[config.mk]
export PLATFORM = sky130hd
export DESIGN_NAME = instruction_fetch
export DESIGN_NICKNAME = d
export VERILOG_FILES = /design/src/rtl/instruction_fetch.sv
export SDC_FILE = /design/constraint.sdc
export NUM_CORES = 1
export LEC_CHECK = 0
export CAP_MARGIN = 20
export CORE_UTILIZATION = 46
export CTS_CLUSTER_DIAMETER = 50
export DETAILED_ROUTE_END_ITERATION = 12
export GPL_ROUTABILITY_DRIVEN = 0
export PLACE_DENSITY_LB_ADDON = 0.3
export SLEW_MARGIN = 20
export SYNTH_ARGS = -nofsm -noshare
export SYNTH_HDL_FRONTEND = slang
export SYNTH_SLANG_ARGS = --single-unit
[constraint.sdc]
create_clock -name clk -period 2.8 [get_ports clk]
set_input_delay 0.56 -clock clk [delete_from_list [all_inputs] [get_ports clk]]
set_output_delay 0.56 -clock clk [all_outputs]
set_load 0.005 [all_outputs]
[src/rtl/instruction_fetch.sv]
`default_nettype none
// ============================================================================
//  Module   : instruction_fetch
//  Brief    : Fetch stage. Owns the PC and drives the 16-entry instruction
//             memory. Holds the fetched word in an instruction register and
//             hands it to decode with a valid/ready handshake.
//             Optional early jump is enabled by defining FETCH_EARLY_JUMP_EN.
//  Revision : 1.0 - initial release
// ============================================================================
module instruction_fetch #(
    parameter int ADDR_W   = 4,
    parameter int INSTR_W  = 16,
    parameter int RESET_PC = 0
) (
    input  logic               clk,
    input  logic               reset,
    output logic [ADDR_W-1:0]  addr,
    input  logic [INSTR_W-1:0] instruction,
    output logic               ir_enable,
    output logic [INSTR_W-1:0] ir_out,
    output logic [ADDR_W-1:0]  pc_out,
    output logic               valid_out,
    input  logic               ready_in,
    input  logic               redirect_valid,
    input  logic [ADDR_W-1:0]  redirect_target,
    input  logic               halt
);

    typedef enum logic [0:0] {
        ST_RUN  = 1'b0,
        ST_HALT = 1'b1
    } state_t;

    localparam logic [ADDR_W-1:0] c_reset_pc = ADDR_W'(RESET_PC);
    localparam logic [ADDR_W-1:0] c_pc_step  = ADDR_W'(1);

    state_t               r_state;
    state_t               w_state_nxt;
    logic [ADDR_W-1:0]    r_pc;
    logic [ADDR_W-1:0]    w_pc_nxt;
    logic [INSTR_W-1:0]   r_ir;
    logic [ADDR_W-1:0]    r_ir_pc;
    logic                 r_valid;
    logic                 w_can_load;
    logic                 w_capture;

    assign w_can_load = !r_valid || ready_in;

    // The memory read is combinational, so a capture happens in the same
    // cycle the address is presented.
    always_comb begin
        w_state_nxt = r_state;
        w_capture   = 1'b0;
        w_state_nxt = halt ? ST_HALT : ST_RUN;
        if (!reset && (r_state == ST_RUN) && w_can_load && !redirect_valid) begin
            w_capture = 1'b1;
        end
    end

`ifdef FETCH_EARLY_JUMP_EN
    // A jump opcode steers the PC right away; execute still redirects later.
    always_comb begin
        w_pc_nxt = r_pc + c_pc_step;
        if (instruction[INSTR_W-1:INSTR_W-4] == 4'b1011) begin
            w_pc_nxt = instruction[ADDR_W-1:0];
        end
    end
`else
    always_comb begin
        w_pc_nxt = r_pc + c_pc_step;
    end
`endif

    always_ff @(posedge clk) begin
        if (reset) begin
            r_state <= ST_RUN;
            r_pc    <= c_reset_pc;
            r_ir    <= '0;
            r_ir_pc <= '0;
            r_valid <= 1'b0;
        end else begin
            r_state <= w_state_nxt;
            if (redirect_valid) begin
                // The held word is discarded even if decode is ready now.
                r_pc    <= redirect_target;
                r_valid <= 1'b0;
            end else if (w_capture) begin
                r_ir    <= instruction;
                r_ir_pc <= r_pc;
                r_valid <= 1'b1;
                r_pc    <= w_pc_nxt;
            end else if (ready_in) begin
                r_valid <= 1'b0;
            end
        end
    end

    assign addr      = r_pc;
    assign ir_enable = w_capture;
    assign ir_out    = r_ir;
    assign pc_out    = r_ir_pc;
    assign valid_out = r_valid;

endmodule
`default_nettype wire

==> results summary <==
The number of buffers on the longest clock path came out at 2. The first-pass iteration count of the detailed router is 4. In this run the worst setup path begins at redirect_valid. The count of distinct cell types in the synthesized netlist is 22.

The mapped netlist covers around 1300 µm². The most critical setup path has its endpoint at ir_enable. The transition time of the tightest slew-check pin is 0.809 ns. The worst register-to-register path ends at addr[2].

In the final design database the tool counted 201 nets. The highest net fanout along the worst path came out at 5. The data arrival time at the worst-slack endpoint came out at 2.09 ns. The standby leakage power is 0.571 nW. For the final routed database, the setup TNS stands at 0 ns. The number of top-level pins came out at 51.

The proportion of netlist area held by the largest area contributor came out at 0.409. The detailed-route wire length is 3200 µm. The worst setup path is captured at an output pin.

The most used flip-flop cell after synthesis is sky130_fd_sc_hd__dfxtp_1. In the layout the commonest cells are sky130_fd_sc_hd__clkdlybuf4s50_1 (50), sky130_fd_sc_hd__dfxtp_1 (26), sky130_fd_sc_hd__a21oi_1 (22), sky130_fd_sc_hd__nand4_1 (21), sky130_fd_sc_hd__o31ai_2 (18). The number of nets produced by synthesis is 160. The number of setup violations in the final report is 0. TritonCTS built the clock tree. After synthesis, the cell types taking the most area are sky130_fd_sc_hd__dfxtp_1 (41%), sky130_fd_sc_hd__o31ai_2 (18%), sky130_fd_sc_hd__nand4_1 (10%), sky130_fd_sc_hd__a21oi_1 (8.6%), sky130_fd_sc_hd__buf_2 (3.9%). After synthesis, the mean cell area works out to 9.51 µm². Counting flops with an async set or reset pin after synthesis yields a share of 0.

The cell count along the critical path is 4. The worst register-to-register path has a setup slack of 1.00 ns. The source-to-sink clock delay at the later pin of the worst-skew pair came out at 0.32 ns.

The number of buffers added by the clock tree synthesis step came out at 3. The sequential cell area fraction in the yosys report came out at 0.409. Port buffering added 50 buffers. The clock period could shrink to 2.65 ns. The total buffers and inverters traversed by the critical path is 2. The number of instances resized during post-cts repair came out at 0. Max-cap violations in this run came to 0. The number of nets with antenna violations after routing came out at 0. The repair_antennas step left the layout with diodes totalling 0. The power density of the placed cells is 421 nW/µm². The initial antenna violation count is 0.

The startpoint class of the critical path is a primary input. On the critical path the largest part of the delay comes from buffers and inverters. The class of the most critical hold timing path is register to register.

The filler cells instantiated in the layout total 203. The die outline area came out at 2980 µm². Setup repair after global routing left no endpoint under its margin. Measured along the x axis, the die boundary spans 54.6 µm. The number of rows created at floorplan is 18. The worst hold margin is slightly below 0.5 ns. The post-route clock period utilization came out at 0.948. The most common cell after layout, fill and taps aside is sky130_fd_sc_hd__clkdlybuf4s50_1. The global-route wire length before repair came out at roughly 4900 µm.

The endpoint required time on the critical path came out at roughly 2.2 ns. The per-cell via count in the routed design came out at roughly 6.2. The count of hold-fix buffers inserted at cts is 0. The highest cell delay on the worst timing path is 0.55 ns.

Across every metal layer, demand over resource in global routing totals 0.228. Summed over all layers, the global routing overflow is 0. The total vias in the final route came out at roughly 1300.

The startpoint identified for the worst register-to-register timing path is r_state. The via count of the first global-routing pass came out at 1097. The final routed DRC violation total came out at 0. The half-perimeter wire length of the detailed placement result is around 2100 µm. The critical path goes through clkdlybuf4s50_1 -> or2_1 -> nor3_1 -> clkdlybuf4s50_1. The fraction of layout instances using a drive strength above 1 came out at 0.167.

The Yosys step of the flow raised 0 warnings. The worst pin sits at a relative slew slack of 0.460. The count of final max-slew check failures came out at 0.

The top cell type by total area after synthesis is sky130_fd_sc_hd__dfxtp_1. From synthesis to final layout, the design area changed by 39.5%. The achievable frequency came out at 0.377 GHz. The final hold violation count came out at 0. The dominant cell type by count on the critical path is sky130_fd_sc_hd__clkdlybuf4s50_1. The largest net degree at the start of global routing came out at 28.

Counting cells, the worst reg-to-reg path comes to 4. The flip-flop and latch count after synthesis came out at 26. The instance count of the mapped netlist is 134. The run finished with clean final reports. After clock tree synthesis, the clock-pin slew on the worst setup and hold paths is 0.15 ns.

The clock drives 26 sinks. In this run, synthesis inferred 0 flip-flops with an integrated enable. The critical path is of the primary input to output pin type. The die boundary height came out at ~55 µm. IR analysis of the VDD net gives a maximum drop of roughly 0.33 mV. The starting density of the core is 0.500. After detailed routing, the average wire length per cell comes to 15.7 µm. The first routing iteration left 24 violations. The worst setup skew after layout came out at about 0.010 ns.

CTS built an H-tree with a depth of 1. The count of buffers added by post-CTS timing repair for setup came out at 0. The slowest stage of the critical path belongs to the cell sky130_fd_sc_hd__clkdlybuf4s50_1. The buffer type at the clock tree root is sky130_fd_sc_hd__clkbuf_4. The core box area came out at around 2500 µm².
[how the worst min path moves through the flow]
stage	depth (start not counted)	endpoint	from	slack, ns
5_1_grt	2	ir_out[12]	ir_out[12]	0.50
6_report	2	ir_out[3]	ir_out[3]	0.48
4_1_cts	2	ir_out[3]	ir_out[3]	0.48
2_1_floorplan	2	pc_out[0]	pc_out[0]	0.46
3_3_place_gp	2	ir_out[2]	ir_out[2]	0.45
3_5_place_dp	2	ir_out[3]	ir_out[3]	0.47
[where the power goes]
part / switching, mW / internal (mW)
logic: 0.0690 / 0.0836
clock network: 0.113 / 0.0795
registers: 0.0143 / 0.388
total: 0.196 / 0.551
[metal layers]
metal / global-route usage / share of wire / vias up
met5: 0 / 0 / -
met2: 0.406 / 0.51 / 53
met1: 0.284 / 0.43 / 608
met3: 0.0278 / 0.060 / 3
li1: - / - / 591
met4: 0.0641 / 0.0025 / 0
[sequential cells by signal, indices dropped and copies added (netlist names)]
register   count
valid_out      1
pc_out         4
ir_out        16
addr           4
r_state        1
[logic make-up after synthesis]
kind of cell | share of synthesized area
AOI/OAI and AO/OA | 0.324
adders and majority gates | 0.00982
buffers and inverters | 0.101
DFF | 0.409
and+or+nand+nor | 0.156
[synthesized netlist by cell type, types with 3 or more instances]
cell / count
sky130_fd_sc_hd__a21oi_1: 22
sky130_fd_sc_hd__a311oi_1: 3
sky130_fd_sc_hd__buf_2: 10
sky130_fd_sc_hd__buf_6: 4
sky130_fd_sc_hd__clkbuf_1: 5
sky130_fd_sc_hd__dfxtp_1: 26
sky130_fd_sc_hd__inv_1: 4
sky130_fd_sc_hd__nand4_1: 21
sky130_fd_sc_hd__nor2_1: 4
sky130_fd_sc_hd__o31ai_2: 18
[per-stage QoR]
stage / area (µm²) / util / worst slack [ns] / cells / total power, mW
2_1_floorplan: 1270 / - / 0.904 / 134 / 0.485
6_report: 1780 / 0.698 / 0.147 / 204 / 0.747
5_1_grt: 1780 / 0.698 / 0.0634 / 204 / 0.781
4_1_cts: 1780 / 0.698 / 0.123 / 204 / 0.749
3_3_place_gp: 1740 / 0.683 / 0.193 / 200 / 0.558
3_5_place_dp: 1740 / 0.684 / 0.141 / 200 / 0.562
[tightest hold or removal path: stages, from the launching register on]
cell and delay [ns]:
sky130_fd_sc_hd__dfxtp_1 0.35, sky130_fd_sc_hd__o31ai_2 0.05, sky130_fd_sc_hd__a21oi_1 0.05
[cell type report]
cell class,count,area (µm²),area share
timing repair buffer,55,538,0.303
clock buffer,4,36.3,0.0204
sequential,26,520,0.293
tap,30,37.5,0.0211
multi-input combinational,85,629,0.354
inverter,4,15.0,0.00845
(Power assumes the default switching activity.)
